<file path="src/rtl/valu_issue_ctrl.sv">
// valu_issue_ctrl
//   Issue controller / arbiter for the shared vector ALU. Two requesters
//   (0 = execute stage, 1 = auxiliary vector unit) are arbitrated round-robin.
//   The winner's operands and opcode are registered onto the ALU inputs and
//   held for the opcode's latency. The ALU result is then captured and returned
//   with the requester id on a valid/ready response port.
//
// Ports
//   clk, rst_n              clock, asynchronous active-low reset
//   req_valid/req_ready     per-requester handshake (ready is one-hot or zero)
//   req{0,1}_{a,b,op}       operands and opcode per requester
//   alu_a/alu_b/alu_select  registered operands/opcode to the vector ALU
//   alu_result              vector ALU result
//   resp_*                  response handshake, id, data, illegal-op flag
//   busy                    controller not idle
module valu_issue_ctrl #(
    parameter int N       = 24,
    parameter int M       = 6,
    parameter int LAT_ALU = 1,
    parameter int LAT_MUL = 2,
    parameter int LAT_DIV = 8,
    localparam int W      = N * M
) (
    input  logic         clk,
    input  logic         rst_n,
    input  logic [1:0]   req_valid,
    output logic [1:0]   req_ready,
    input  logic [W-1:0] req0_a,
    input  logic [W-1:0] req0_b,
    input  logic [3:0]   req0_op,
    input  logic [W-1:0] req1_a,
    input  logic [W-1:0] req1_b,
    input  logic [3:0]   req1_op,
    output logic [W-1:0] alu_a,
    output logic [W-1:0] alu_b,
    output logic [3:0]   alu_select,
    input  logic [W-1:0] alu_result,
    output logic         resp_valid,
    input  logic         resp_ready,
    output logic         resp_id,
    output logic [W-1:0] resp_data,
    output logic         resp_err,
    output logic         busy
);

    localparam int LMAX_AM = (LAT_ALU > LAT_MUL) ? LAT_ALU : LAT_MUL;
    localparam int LMAX    = (LMAX_AM > LAT_DIV) ? LMAX_AM : LAT_DIV;
    localparam int CW      = $clog2(LMAX + 1);

    // Counter preload is L-1 so the capture edge lands exactly L edges after accept.
    localparam logic [CW-1:0] C_ALU = CW'(LAT_ALU - 1);
    localparam logic [CW-1:0] C_MUL = CW'(LAT_MUL - 1);
    localparam logic [CW-1:0] C_DIV = CW'(LAT_DIV - 1);

    typedef enum logic [1:0] {S_IDLE, S_EXEC, S_RESP} state_t;

    state_t        state_q, state_d;
    logic          ptr_q, ptr_d;          // requester favoured on a tie
    logic [CW-1:0] cnt_q, cnt_d;
    logic [W-1:0]  alu_a_q, alu_a_d;
    logic [W-1:0]  alu_b_q, alu_b_d;
    logic [3:0]    sel_q, sel_d;
    logic          rid_q, rid_d;
    logic [W-1:0]  rdata_q, rdata_d;
    logic          rerr_q, rerr_d;

    logic          gnt;
    logic          any_vld;
    logic [3:0]    op_in;
    logic [W-1:0]  a_in, b_in;
    logic          legal;

    function automatic logic [CW-1:0] cnt_init(input logic [3:0] op);
        case (op)
            4'b1110: return C_MUL;
            4'b1111: return C_DIV;
            default: return C_ALU;
        endcase
    endfunction

    // Grant: the lone valid requester, or the pointer on a tie.
    assign any_vld = |req_valid;
    assign gnt     = (req_valid == 2'b11) ? ptr_q : req_valid[1];
    assign op_in   = gnt ? req1_op : req0_op;
    assign a_in    = gnt ? req1_a  : req0_a;
    assign b_in    = gnt ? req1_b  : req0_b;
    // Legal opcodes are 1010..1111.
    assign legal   = op_in[3] & (op_in[2] | op_in[1]);

    always_comb begin
        req_ready = 2'b00;
        if (state_q == S_IDLE && any_vld)
            req_ready = gnt ? 2'b10 : 2'b01;
    end

    always_comb begin
        state_d = state_q;
        ptr_d   = ptr_q;
        cnt_d   = cnt_q;
        alu_a_d = alu_a_q;
        alu_b_d = alu_b_q;
        sel_d   = sel_q;
        rid_d   = rid_q;
        rdata_d = rdata_q;
        rerr_d  = rerr_q;
        case (state_q)
            S_IDLE: begin
                if (any_vld) begin
                    rid_d = gnt;
                    ptr_d = ~gnt;
                    if (legal) begin
                        alu_a_d = a_in;
                        alu_b_d = b_in;
                        sel_d   = op_in;
                        cnt_d   = cnt_init(op_in);
                        state_d = S_EXEC;
                    end else begin
                        // Illegal op never reaches the ALU; answer immediately.
                        rdata_d = '0;
                        rerr_d  = 1'b1;
                        state_d = S_RESP;
                    end
                end
            end
            S_EXEC: begin
                if (cnt_q == '0) begin
                    rdata_d = alu_result;
                    rerr_d  = 1'b0;
                    state_d = S_RESP;
                end else begin
                    cnt_d = cnt_q - CW'(1);
                end
            end
            S_RESP: begin
                if (resp_ready)
                    state_d = S_IDLE;
            end
            default: state_d = S_IDLE;
        endcase
    end

    always_ff @(posedge clk or negedge rst_n) begin
        if (!rst_n) begin
            state_q <= S_IDLE;
            ptr_q   <= 1'b0;
            cnt_q   <= '0;
            alu_a_q <= '0;
            alu_b_q <= '0;
            sel_q   <= 4'b0000;
            rid_q   <= 1'b0;
            rdata_q <= '0;
            rerr_q  <= 1'b0;
        end else begin
            state_q <= state_d;
            ptr_q   <= ptr_d;
            cnt_q   <= cnt_d;
            alu_a_q <= alu_a_d;
            alu_b_q <= alu_b_d;
            sel_q   <= sel_d;
            rid_q   <= rid_d;
            rdata_q <= rdata_d;
            rerr_q  <= rerr_d;
        end
    end

    assign alu_a      = alu_a_q;
    assign alu_b      = alu_b_q;
    assign alu_select = sel_q;
    assign resp_valid = (state_q == S_RESP);
    assign resp_id    = rid_q;
    assign resp_data  = rdata_q;
    assign resp_err   = rerr_q;
    assign busy       = (state_q != S_IDLE);

endmodule

</file>
<file path="config.mk">
export PLATFORM = sky130hd
export DESIGN_NAME = valu_issue_ctrl
export DESIGN_NICKNAME = d
export VERILOG_FILES = /design/src/rtl/valu_issue_ctrl.sv
export SDC_FILE = /design/constraint.sdc
export NUM_CORES = 1
export LEC_CHECK = 0
export ABC_CLOCK_PERIOD_IN_PS = 2840
export CAP_MARGIN = 20
export CORE_AREA = 2 2 462 464
export DETAILED_ROUTE_END_ITERATION = 8
export DIE_AREA = 0 0 464 466
export PLACE_DENSITY = 0.3
export SETUP_SLACK_MARGIN = 0.15
export SKIP_CTS_REPAIR_TIMING = 1
export SKIP_LAST_GASP = 1
export SLEW_MARGIN = 20
export SYNTH_ARGS = -nofsm -noshare
export SYNTH_HDL_FRONTEND = slang
export SYNTH_SLANG_ARGS = --single-unit
</file>
<file path="constraint.sdc">
create_clock -name clk -period 2.84 [get_ports clk]
set_input_delay 0.71 -clock clk [delete_from_list [all_inputs] [get_ports clk]]
set_output_delay 0.71 -clock clk [all_outputs]
set_load 0.02 [all_outputs]
</file>
### After elaboration in Yosys (flattened, before gate mapping)

Cells that the tools add are included.

| storage, ports and cells | value |
|---|---|
| register bits after elaboration | 445 |
| bits of input ports | 733 |
| output and inout port bits | 442 |
| logic and storage cells | 59 |

| operators by class | value |
|---|---|
| add/subtract/negate cells | 1 |
| eq/ne operators | 11 |
| mux-type cells | 24 |
| bitwise operators | 3 |
| reduce and logical (&&, ||, !) cells | 11 |

Operators by type and width:

| kind | count |
|---|---|
| $mux 144 | 5 |
| $pmux 144 s2 | 1 |
| $mux 4 | 4 |
| $mux 2 | 6 |
| $ne 2x2->1 const B | 5 |
| $eq 4x4->1 const B | 2 |
| $pmux 4 s2 | 1 |
| $reduce_and 4->1 | 2 |
| $pmux 2 s3 | 1 |
| $pmux 3 s2 | 1 |
| $reduce_and 3->1 | 2 |
| $eq 2x2->1 const B | 2 |
| $logic_not 4->1 | 1 |
| $mux 1 | 4 |
| $reduce_bool 2->1 | 2 |
| $sub 4x1->4 const B | 1 |
| $eq 2x1->1 const B | 1 |
| $logic_not 2->1 | 1 |
| $ne 2x1->1 const B | 1 |
| $pmux 1 s2 | 1 |
| $reduce_and 2->1 | 1 |
| $reduce_or 2->1 | 1 |
| $and 1x1->1 | 1 |
| $logic_and 1x1->1 | 1 |
| 2 further kinds | 2 |

### Longest topological paths before layout

Gate-level depths: netlist (run 1).

| depth | value |
|---|---|
| depth in word-level cells | 8 |
| depth in mapped cells | 11 |
| depth with buffers taken out | 6 |

### Least setup slack after synthesis (run 1)

Ideal clock, no wire load.

| path | value |
|---|---|
| kind | input to output |
| from | input req_valid[1] |
| to | output req_ready[1] |
| arrival time | 1,703 ps |
| data required time | 2,130 ps |
| path slack | 427 ps |
| stages on the path | 5 |
| path buffers | 3 |
| cells stage by stage | clkbuf_1 -> nand2_1 -> buf_2 -> buf_2 -> nor2_1 |

| on the way | value |
|---|---|
| longest elaborated chain between the ends | 4 |
| elaborated cells between the ends (all ways) | 6 |
| classes of those cells | 1 x eq/ne; 3 x mux; 2 x reduce/logical |

RTL lines:

| what | RTL line | source |
|---|---|---|
| start: declaration | 26 | `input logic [1:0] req_valid,` |
| $eq 2x2->1 | 83 | `assign gnt = (req_valid == 2'b11) ? ptr_q : req_valid[1];` |
| $mux 1 | 83 |  |
| $mux 2 | 93 | `req_ready = gnt ? 2'b10 : 2'b01;` |
| $mux 2 * | 92 | `if (state_q == S_IDLE && any_vld)` |
| end: declaration | 27 | `output logic [1:0] req_ready,` |

Every way passes the cells marked *; elsewhere a longest branch is shown, timed or not.

### Worst setup path in the final report (run 1)

| path | value |
|---|---|
| from | input req_valid[1] |
| to | output req_ready[0] |

Same word-level chain as after synthesis.

==> metrics.md, run 1 <==
| Metric | Value |
|---|---|
| Clock network fraction of design power | 0.245 |
| Die width | 464 um |
| Number of pins with negative max-slew slack in the final report | 0 |
| Most frequent cell after synthesis | sky130_fd_sc_hd__dfrtp_1 |
| Cell area after placement | 34,980 um2 |
| Most used flip-flop cell after synthesis | sky130_fd_sc_hd__dfrtp_1 |
| Syn Area/Cell | 11.43 um2 |
| Register bit count reported by yosys | 445 |
| Most area-consuming cells after synthesis | sky130_fd_sc_hd__dfrtp_1, sky130_fd_sc_hd__mux2i_1, sky130_fd_sc_hd__a22o_1, sky130_fd_sc_hd__nand2_1, sky130_fd_sc_hd__o21ai_1 |
| Count of non-filler cells in the finished layout | 5,775 |
| Final Cycle Share | 0.9515 |
| Synthesized-area fraction occupied by ao, oa, aoi and oai cells | 0.1529 |
| Worst Tran Pin Value | 0.6359 ns |
| Gate count of the mapped netlist | 1,653 |
| Count of flip-flops with a built-in enable after synthesis | 0 |
| Final antenna-violating net count | 0 |
| Mux cell area share after synthesis | 0.1541 |
| Core Area | 211,200 um2 |
| Internal power | 22.04 mW |
| Number of antenna violations at the first check in global routing | 78 |
| Area of the die | ~220,000 um2 |
| Total negative slack for setup checks | 0 ns |
| Switching share of total power | 0.3954 |
| Relative contribution of combinational cells to total power | 0.467 |
| Synthesized area | 18,900 um2 |
| Ratio of cells with drive above 1 in the final layout | 0.08486 |
| CTS tree | built |
| RSZ-0062 raised after global routing | true |
| Sum of overflow across all layers after global routing | 0 |
| Share of synthesized cell area in and, or, nand and nor gates | 0.06547 |
| Synth cell count leaders | sky130_fd_sc_hd__dfrtp_1, sky130_fd_sc_hd__nand2_1, sky130_fd_sc_hd__mux2i_1, sky130_fd_sc_hd__o21ai_1, sky130_fd_sc_hd__a22o_1 |
| Path category of the worst min-delay check | register to register |
| Switching power | ~14 mW |
| Die Span Y | 466 um |
| Final setup skew | 0.03491 ns |
| Number of setup violations in the final report | 0 |
| Status | finished, final reports clean |
| Final Power | 36.45 mW |
| Area share of the largest cell type after synthesis | 0.5892 |
| Count of buffers from port buffering | roughly 1,200 |
| Data arrival time of the critical path | roughly 2.0 ns |
| Startpoint type of the worst setup path | input pin |
| Post-Synth XOR/XNOR Area | 0 |
| Number of buffers on the longest clock path | 3 |
| Clock transition at the registers of the reported paths | 0.05 ns |
| Wirelength per Cell | 23.45 um |
| Via total after detailed routing | 17,790 |
| CP endpoint kind | output port |
| Number of warning messages in the yosys log | 0 |
| Total number of nets in the final design | around 3,600 |
| Later-pin clock latency in the skew report | between 0.6 and 0.7 ns |
| Final cell area excluding filler cells | roughly 37,000 um2 |
| Clock Tree Root | sky130_fd_sc_hd__clkbuf_16 |
| Leading area contributor after synthesis | sky130_fd_sc_hd__dfrtp_1 |
| Area growth, synth to finish | 97.97% |
| Initial cell density of the core | 0.08947 |
| # Max-Cap Violations | 0 |
| Total global routing track utilization | 0.1218 |
| I/O Pins | about 1,200 |
| Endpoints failing hold | 0 |
| Number of distinct library cells after synthesis | 34 |
| Via density per instance | 3.081 |
| Timing-limited maximum frequency | 370.1 MHz |
| Aggregate routed wire length | 135,400 um |
| Number of nets in the synthesized netlist | 2,387 |
| Post-detail-place hpwl | 113,500 um |
| Async S/R FF share, synth | 1.000 |
| Via count of the first global-routing pass | 19,250 |
| 1st-pass router iterations | 5 |
| Setup CP Type | input pin to output port |
| Fillers | 23,410 |
| Tightest slew margin relative to the limit | 0.5732 |
| VDD IR-drop max | 0.4027 mV |
| Leak | 16.12 nW |
| Detailed-route DRC error count | 0 |
| Total clock buffers created by CTS | between 60 and 70 |
| Maximum number of pins on one net before global-route repair | 66 |
| Number of H-tree levels | 3 |
| Dominant combinational cell family by area after synthesis | multiplexers |
| Portion of the post-synthesis area used by sequential elements | 0.5892 |
| Pwr/cell area | 974.1 nW/um2 |
| Row Count | roughly 170 |
| Critical path fanouts, max | 3 |
| Min Clock Period, post-route | 2.702 ns |
| Flop pwr share | 0.288 |
| Crit path required time | 2.13 ns |
| TritonCTS sink count | around 450 |
| Global placer's final weighted congestion | 0.8067 |
| First-pass GRT wire length | approximately 180,000 um |
| Post-synthesis adder-cell area fraction | 0.0006620 |
| Iter 0 DRT Violations | approximately 900 |
| Cell Count Post-Placement | between 5,000 and 6,000 |
-- logic make-up after synthesis --
family / after synthesis
AOI/OAI and AO/OA: 459
adders and majority gates: 1
buffers and inverters: 136
DFF: 445
muxes: 291
and+or+nand+nor: 321
-- area by class of cell --
type	instances	area, um2	area share
Tap cell	2821	3530	0.09433
Inverter	5	18.77	0.0005016
Antenna cell	8	20.02	0.0005350
Timing Repair Buffer	1304	13290	0.3551
Clock buffer	94	1952	0.05217
Multi-Input combinational cell	1072	7098	0.1897
Clock inverter	26	375.4	0.01003
Sequential cell	445	11140	0.2976
-- flip-flops by register name, summed over array words and instances, names as in the netlist --
register / flops
alu_select: 4
resp_data: 144
state_q: 2
alu_a: 144
alu_b: 144
resp_err: 1
resp_id: 1
cnt_q: 4
ptr_q: 1
-- power by group through the flow --
stage | registers [mW] | logic, mW | clock network, mW
final | 10.5 | 17.0 | 8.92
after global placement | 10.6 | 17.5 | 0
after floorplan | 13.5 | 4.29 | 0
after detailed placement | 10.6 | 17.4 | 0
after CTS | 10.6 | 17.5 | 9.40
after global routing | 10.9 | 18.3 | 9.62
-- stage by stage --
| step | utilization | hold WS, ns | worst slack [ns] |
|---|---|---|---|
| finish | 0.1771 | 0.4723 | 0.1378 |
| global route | 0.1771 | 0.4646 | 0.01536 |
| CTS | 0.1766 | -0.1843 | -0.2140 |
| detailed placement | 0.1656 | 0.4657 | -0.3093 |
| global placement | 0.1656 | 0.4564 | -0.3070 |
| floorplan | - | 0.4144 | 0.4273 |
-- final timing paths --
check	to	cells after the start	start	slack (ns)
max	req_ready[0]	6	req_valid[1]	0.14
min	alu_a[91]$_DFFE_PN0P_	2	alu_a[91]$_DFFE_PN0P_	0.47
max reg2reg	alu_b[59]$_DFFE_PN0P_	9	state_q[1]$_DFFE_PN0P_	0.74
min reg2reg	alu_a[91]$_DFFE_PN0P_	2	alu_a[91]$_DFFE_PN0P_	0.47
max in group asynchronous	alu_b[24]$_DFFE_PN0P_	4	rst_n	1.42
min in group asynchronous	alu_a[82]$_DFFE_PN0P_	2	rst_n	0.49
-- cell usage in the layout (no fill, tap or decap), types with 5 or more instances in the layout --
cell                              synthesis  routed
sky130_fd_sc_hd__clkdlybuf4s50_1          0    1163
sky130_fd_sc_hd__dfrtp_1                445     444
sky130_fd_sc_hd__nand2_1                296     295
sky130_fd_sc_hd__mux2i_1                291     291
sky130_fd_sc_hd__o21ai_1                202     203
sky130_fd_sc_hd__a22o_1                 144     144
sky130_fd_sc_hd__o21ai_0                 95      94
sky130_fd_sc_hd__buf_4                    0      88
sky130_fd_sc_hd__clkbuf_16                0      70
sky130_fd_sc_hd__buf_12                   0      43
sky130_fd_sc_hd__clkbuf_1                87      13
sky130_fd_sc_hd__clkinv_2                 0      11
sky130_fd_sc_hd__clkbuf_8                 0      11
sky130_fd_sc_hd__diode_2                  0       8
sky130_fd_sc_hd__nor2_1                  11       8
sky130_fd_sc_hd__dlymetal6s2s_1           0       7
sky130_fd_sc_hd__inv_1                    5       5
sky130_fd_sc_hd__bufinv_16                0       5
-- critical path, cell delays in order --
cell	delay, ns
sky130_fd_sc_hd__clkdlybuf4s50_1	0.52
sky130_fd_sc_hd__nor2_1	0.08
sky130_fd_sc_hd__or2_4	0.26
sky130_fd_sc_hd__nor2_2	0.15
sky130_fd_sc_hd__buf_4	0.14
sky130_fd_sc_hd__buf_12	0.11
-- routing by layer --
metal	global-route usage	share of wire
met1	0.1291	0.37
met2	0.2141	0.50
met3	0.06049	0.11
met4	0.03001	0.024
met5	0	0.0025
(Power assumes the default switching activity.)
==> run 2: changes to the inputs <==
--- a/config.mk
+++ b/config.mk
@@ -18,3 +18,4 @@
 export SYNTH_ARGS = -nofsm -noshare
 export SYNTH_HDL_FRONTEND = slang
 export SYNTH_SLANG_ARGS = --single-unit
+export TNS_END_PERCENT = 50
==> run 2 against run 1 <==
Compared with the run above:
- clock skew is essentially flat
- critical path type unchanged
- sequential share of layout area is essentially flat
- global-route usage is the same
- count of clock-buffer cells in the layout is the same
- utilization is essentially flat
- total power is essentially flat
- largest cell class unchanged
==> metrics.md, run 2 (synthesized netlist as in run 1, its figures left out) <==
| Metric | Value |
|---|---|
| First-pass GRT wire length | 178,900 um (unchanged) |
| Sequential Area | 11,140 um2 (unchanged) |
| Number of setup violations in the final report | 0 (unchanged) |
| Via count of the first global-routing pass | 19,250 (unchanged) |
| Count of non-filler cells in the finished layout | 5,775 (unchanged) |
| Maximum number of pins on one net before global-route repair | 66 (unchanged) |
| Reg-to-reg critical path startpoint | state_q[1]$_DFFE_PN0P_ (unchanged) |
| Startpoint of the lowest-slack hold path | alu_a[91]$_DFFE_PN0P_ (unchanged) |
| Timing-limited maximum frequency | 370.1 MHz (unchanged) |
| Count of buffers from port buffering | 1,174 (unchanged) |
| # Max-Cap Violations | 0 (unchanged) |
| 1st-pass router iterations | 5 (unchanged) |
| RSZ-0062 raised after global routing | true (unchanged) |
| Total clock buffers created by CTS | 69 (unchanged) |
| CP endpoint kind | output port (unchanged) |
| Cell Count Post-Placement | 5,641 (unchanged) |
| Reg-to-reg endpoint | alu_b[59]$_DFFE_PN0P_ (unchanged) |
| Global placer's final weighted congestion | 0.8067 (unchanged) |
| Final Cycle Share | 0.9515 (unchanged) |
| Via density per instance | 3.081 (unchanged) |
| Clock transition at the registers of the reported paths | 0.05 ns (about the same) |
| Ratio of cells with drive above 1 in the final layout | 0.08486 (unchanged) |
| CTS tree | built (unchanged) |
| Row Count | 169 (unchanged) |
| Crit path from | req_valid[1] (unchanged) |
| Setup CP Type | input pin to output port (unchanged) |
| Startpoint type of the worst setup path | input pin (unchanged) |
| TritonCTS sink count | 445 (unchanged) |
| Final antenna-violating net count | 0 (unchanged) |
| Count of cells along the worst register-to-register path | 9 (unchanged) |
| Min Clock Period, post-route | 2.702 ns (unchanged) |
| Die Span Y | 466 um (unchanged) |
| Core Area | 211,200 um2 (unchanged) |
| Hold WS | 0.4723 ns (unchanged) |
| Post-detail-place hpwl | 113,500 um (unchanged) |
| Global routing's busiest layer | met2 (unchanged) |
| Total global routing track utilization | 0.1218 (unchanged) |
| Number of cells traversed by the worst hold path | 2 (unchanged) |
| Via total after detailed routing | 17,790 (unchanged) |
| Area of the die | 216,200 um2 (unchanged) |
| Final cell area excluding filler cells | 37,400 um2 (was 37,420 um2) |
| Sum of overflow across all layers after global routing | 0 (unchanged) |
| Endpoint with the worst hold slack | alu_a[91]$_DFFE_PN0P_ (unchanged) |
| Met2 layer usage reported by global route | 0.2141 (unchanged) |
| Iter 0 DRT Violations | 922 (unchanged) |
| Data arrival time of the critical path | 1.99 ns (about the same) |
| Number of antenna violations at the first check in global routing | 78 (unchanged) |
| Number of pins with negative max-slew slack in the final report | 0 (unchanged) |
| Top library cells by usage in the layout, fill and taps aside | sky130_fd_sc_hd__clkdlybuf4s50_1, sky130_fd_sc_hd__dfrtp_1, sky130_fd_sc_hd__nand2_1, sky130_fd_sc_hd__mux2i_1, sky130_fd_sc_hd__o21ai_1 (unchanged) |
| Area growth, synth to finish | 97.90% (was 97.97%) |
| Status | finished, final reports clean (unchanged) |
| Number of buffers on the longest clock path | 3 (unchanged) |
| Die width | 464 um (unchanged) |
| Flop2flop setup slack | 0.74 ns (about the same) |
| Fillers | 23,410 (unchanged) |
| Worst Tran Pin Value | 0.6359 ns (unchanged) |
| Wirelength per Cell | 23.45 um (about the same) |
| Path category of the worst min-delay check | register to register (unchanged) |
| Most common library cell in the layout ignoring fill and taps | sky130_fd_sc_hd__clkdlybuf4s50_1 (unchanged) |
| Critical path fanouts, max | 3 (unchanged) |
| GR Layer Usage met1 | 0.1291 (unchanged) |
| Total number of nets in the final design | 3,631 (unchanged) |
| Crit path required time | 2.13 ns (about the same) |
| Met3 capacity usage during global routing | 0.06049 (unchanged) |
| VDD IR-drop max | 0.4028 mV (was 0.4027 mV) |
| Area of the multi-input gates | 7098 um2 (unchanged) |
| I/O Pins | 1,175 (unchanged) |
| Tightest slew margin relative to the limit | 0.5732 (unchanged) |
| Share of the core filled with cells | 0.1771 (about the same) |
| Leak | 16.06 nW (was 16.12 nW) |
| Final Power | 36.45 mW (about the same) |
| Clock Tree Root | sky130_fd_sc_hd__clkbuf_16 (unchanged) |
| Later-pin clock latency in the skew report | 0.69 ns (about the same) |
| Aggregate routed wire length | 135,400 um (about the same) |
| Initial cell density of the core | 0.08947 (unchanged) |
| Number of H-tree levels | 3 (unchanged) |
| Final setup skew | 0.03514 ns (was 0.03491 ns) |
| Cell area after placement | 34,980 um2 (unchanged) |
| Endpoints failing hold | 0 (unchanged) |
| Detailed-route DRC error count | 0 (unchanged) |
| Pwr/cell area | 974.6 nW/um2 (was 974.1 nW/um2) |
## run 2: changes by cell type in the layout (fill, tap and decap cells not counted), sizes merged
cell and delta:
clkdlybuf4s50 +5, dlymetal6s2s -5
## run 2: metal layers
metal	vias to the layer above	routed length (um)
met2	912	67140
li1	8368	-
met5	-	343
met1	8239	50090
met3	220	14640
met4	54	3211
## run 2: final cells by class
cell class,count,area share
antenna,8,0.0005352
clock buffer,94,0.05218
clock inverter,26,0.01004
inverter,5,0.0005018
multi-input combinational,1072,0.1898
sequential,445,0.2977
tap,2821,0.09436
timing repair buffer,1304,0.3549
## run 2: worst max path at each step
stage                                       to  slack (ns)  cells past startpoint
finish                            req_ready[0]        0.14                      6
CTS                               req_ready[0]       -0.21                      5
global route                      req_ready[0]        0.02                      5
floorplan                         req_ready[1]        0.43                      5
global placement    resp_data[111]$_DFFE_PN0P_       -0.31                      7
detailed placement  resp_data[110]$_DFFE_PN0P_       -0.31                      7
## run 2: report_power, final
group / switching (mW) / total [mW] / internal [mW] / leakage (nW)
logic: 9.28 / 17.0 / 7.76 / 9.18
registers: 1.54 / 10.5 / 8.96 / 5.74
clock network: 3.60 / 8.92 / 5.32 / 1.13
## run 2: worst max-delay path, cell delays in order
cell and delay [ns]:
sky130_fd_sc_hd__clkdlybuf4s50_1 0.52, sky130_fd_sc_hd__nor2_1 0.08, sky130_fd_sc_hd__or2_4 0.26, sky130_fd_sc_hd__nor2_2 0.15, sky130_fd_sc_hd__buf_4 0.14, sky130_fd_sc_hd__buf_12 0.11
## run 2: metrics by stage
| stage | TNS, ns | setup slack (ns) |
|---|---|---|
| 2_1_floorplan | 0 | 0.4273 |
| 3_3_place_gp | -91.62 | -0.3070 |
| 3_5_place_dp | -97.03 | -0.3093 |
| 4_1_cts | -0.6274 | -0.2140 |
| 5_1_grt | 0 | 0.01536 |
| 6_report | 0 | 0.1378 |
==> run 3: changes to the inputs <==
==> constraint.sdc (replaced) <==
create_clock -name clk -period 2.84 [get_ports clk]
set_input_delay 0.426 -clock clk [delete_from_list [all_inputs] [get_ports clk]]
set_output_delay 0.426 -clock clk [all_outputs]
set_load 0.02 [all_outputs]
==> run 3 against run 2 <==
Compared with the run above:
- via count grew 0.25%
- final area shrank 0.82%
- sequential share of layout area grew 0.24 points
- sequential power is essentially flat
- die area is the same
- clock power shrank 1%
- flip-flop and latch count is the same
- non-clock buffer count shrank 25
- first-iteration DRC count shrank 22%
- highest routed layer unchanged
==> metrics.md, run 3 (synthesized netlist as in run 1, its figures left out) <==
| Metric | Value |
|---|---|
| Status | finished, final reports clean (unchanged) |
| Internal power | 21.82 mW (was 22.04 mW) |
| Pwr/cell area | 977.1 nW/um2 (was 974.6 nW/um2) |
| Total clock buffers created by CTS | 66 (was 69) |
| TritonCTS sink count | 445 (unchanged) |
| Final Cycle Share | 0.8946 (was 0.9515) |
| Path category of the worst min-delay check | input pin to async pin (was register to register) |
| Post-detail-place hpwl | 114,400 um (was 113,500 um) |
| Die Span Y | 466 um (unchanged) |
| I/O Pins | 1,175 (unchanged) |
| RSZ-0062 raised after global routing | true (unchanged) |
| # Max-Cap Violations | 0 (unchanged) |
| Peak per-stage delay on the critical path | 0.74 ns (was 0.52 ns) |
| Relative contribution of combinational cells to total power | 0.467 (about the same) |
| Later-pin clock latency in the skew report | 0.70 ns (was 0.69 ns) |
| 1st-pass router iterations | 5 (unchanged) |
| Number of buffers on the longest clock path | 3 (unchanged) |
| Most common library cell in the layout ignoring fill and taps | sky130_fd_sc_hd__clkdlybuf4s50_1 (unchanged) |
| Worst Tran Pin Value | 0.7157 ns (was 0.6359 ns) |
| Top library cells by usage in the layout, fill and taps aside | sky130_fd_sc_hd__clkdlybuf4s50_1, sky130_fd_sc_hd__dfrtp_1, sky130_fd_sc_hd__nand2_1, sky130_fd_sc_hd__mux2i_1, sky130_fd_sc_hd__o21ai_1 (unchanged) |
| Iter 0 DRT Violations | 716 (was 922) |
| WL met1 | 49,460 um (was 50,090 um) |
| Endpoints failing hold | 0 (unchanged) |
| Aggregate routed wire length | 136,700 um (was 135,400 um) |
| Ordered list of cells on the worst path | inv_1 -> nand2_1 -> inv_1 -> clkdlybuf4s50_1 (was clkdlybuf4s50_1 -> nor2_1 -> or2_4 -> nor2_2 -> buf_4 -> buf_12) |
| CTS tree | built (unchanged) |
| Detailed-route DRC error count | 0 (unchanged) |
| CP endpoint kind | output port (unchanged) |
| Critical path fanouts, max | 4 (was 3) |
| Final setup skew | 0.03584 ns (was 0.03514 ns) |
| Share of the core filled with cells | 0.1756 (was 0.1771) |
| VDD IR-drop max | 0.4051 mV (was 0.4028 mV) |
| Highest routed metal layer | met5 (unchanged) |
| Clock Tree Root | sky130_fd_sc_hd__clkbuf_16 (unchanged) |
| Initial cell density of the core | 0.08947 (unchanged) |
| Via total after detailed routing | 17,840 (was 17,790) |
| Core Area | 211,200 um2 (unchanged) |
| Maximum number of pins on one net before global-route repair | 62 (was 66) |
| Most prevalent standard cell on the critical path | sky130_fd_sc_hd__inv_1 |
| Crit path required time | 2.41 ns (was 2.13 ns) |
| Number of antenna violations at the first check in global routing | 86 (was 78) |
| Switching power | 14.42 mW (about the same) |
| Ratio of cells with drive above 1 in the final layout | 0.07550 (was 0.08486) |
| Switching share of total power | 0.3979 (was 0.3954) |
| Total negative slack for setup checks | 0 ns (unchanged) |
| Total number of nets in the final design | 3,603 (was 3,631) |
| Count of buffers from port buffering | 1,174 (unchanged) |
| Timing-limited maximum frequency | 393.6 MHz (was 370.1 MHz) |
| Flop pwr share | 0.290 (was 0.288) |
| Min Clock Period, post-route | 2.541 ns (was 2.702 ns) |
| Setup CP Type | register to output port (was input pin to output port) |
| Leak | 15.87 nW (was 16.06 nW) |
| Area of the die | 216,200 um2 (unchanged) |
| Slowest-stage cell, CP | sky130_fd_sc_hd__clkdlybuf4s50_1 (unchanged) |
| Number of setup violations in the final report | 0 (unchanged) |
| Startpoint type of the worst setup path | register (was input pin) |
| Data arrival time of the critical path | 2.11 ns (was 1.99 ns) |
| Final antenna-violating net count | 0 (unchanged) |
| Wirelength per Cell | 23.77 um (was 23.45 um) |
| Via density per instance | 3.102 (was 3.081) |
| Tightest slew margin relative to the limit | 0.5229 (was 0.5732) |
| Die width | 464 um (unchanged) |
| Clock transition at the registers of the reported paths | 0.05 ns (about the same) |
| Area growth, synth to finish | 96.27% (was 97.90%) |
| Clock network fraction of design power | 0.243 (was 0.245) |
| Via count of the first global-routing pass | 19,050 (was 19,250) |
| Total global routing track utilization | 0.1228 (was 0.1218) |
| Fillers | 23,350 (was 23,410) |
| Number of H-tree levels | 3 (unchanged) |
| First-pass GRT wire length | 179,100 um (was 178,900 um) |
| Met3 routed wirelength | 15,560 um (was 14,640 um) |
| Number of pins with negative max-slew slack in the final report | 0 (unchanged) |
| Routed wire length on met2 | 67,090 um (was 67,140 um) |
| Global placer's final weighted congestion | 0.8162 (was 0.8067) |
| Sum of overflow across all layers after global routing | 0 (unchanged) |
| Row Count | 169 (unchanged) |
run 3: routing by layer:
metal  vias up  GRT usage
li1       8307          -
met1      8314     0.1279
met2       951     0.2111
met3       212    0.06235
met4        54    0.04383
met5         -   0.002855
run 3: worst paths after layout:
kind	from	end	slack, ns	cells after the start
max in group asynchronous	rst_n	resp_data[100]$_DFFE_PN0P_	1.54	3
setup reg to reg	state_q[1]$_DFFE_PN0P_	alu_a[131]$_DFFE_PN0P_	0.84	7
hold reg to reg	alu_select[3]$_DFFE_PN0P_	alu_select[3]$_DFFE_PN0P_	0.47	1
setup / recovery	state_q[0]$_DFFE_PN0P_	resp_valid	0.30	4
min in group clk	alu_result[16]	resp_data[16]$_DFFE_PN0P_	0.33	2
hold / removal	rst_n	resp_data[41]$_DFFE_PN0P_	0.33	2
run 3: area by class of cell:
| cell class | count | area [um2] | area share |
|---|---|---|---|
| clock inverters | 23 | 385.4 | 0.01039 |
| multi-input cells | 1072 | 7096 | 0.1913 |
| diodes | 15 | 37.54 | 0.001012 |
| clock buffers | 90 | 1902 | 0.05127 |
| well taps | 2821 | 3530 | 0.09515 |
| repair buffers | 1279 | 12990 | 0.3502 |
| flip-flops and latches | 445 | 11140 | 0.3002 |
| inverters | 5 | 18.77 | 0.0005059 |
run 3: stage by stage:
step                      hold WS [ns]  worst slack (ns)  area [um2]  cells  power, mW
after CTS                      -0.2895         -0.005264       37040   5734      37.28
after detailed placement        0.4581          -0.05736       34750   5621      28.01
after global placement          0.4583          -0.07689       34750   5621      28.03
after floorplan                 0.1304            0.7997       18900   1653      17.80
after global routing            0.2932            0.1412       37080   5744      38.64
final                           0.3275            0.2993       37100   5750      36.25
run 3: critical path: cells and delay by family, from the launching register on:
kind | cells | cell delay, ns
buffers and inverters | 3 | 0.94
flip-flops | 1 | 0.39
AND/OR/NAND/NOR | 1 | 0.09
run 3: power by group through the flow:
| stage | clock [mW] | combinational, mW | sequential (mW) |
|---|---|---|---|
| floorplan | 0 | 4.29 | 13.5 |
| global placement | 0 | 17.4 | 10.6 |
| detailed placement | 0 | 17.4 | 10.6 |
| CTS | 9.28 | 17.4 | 10.6 |
| global route | 9.51 | 18.3 | 10.9 |
| finish | 8.80 | 16.9 | 10.5 |
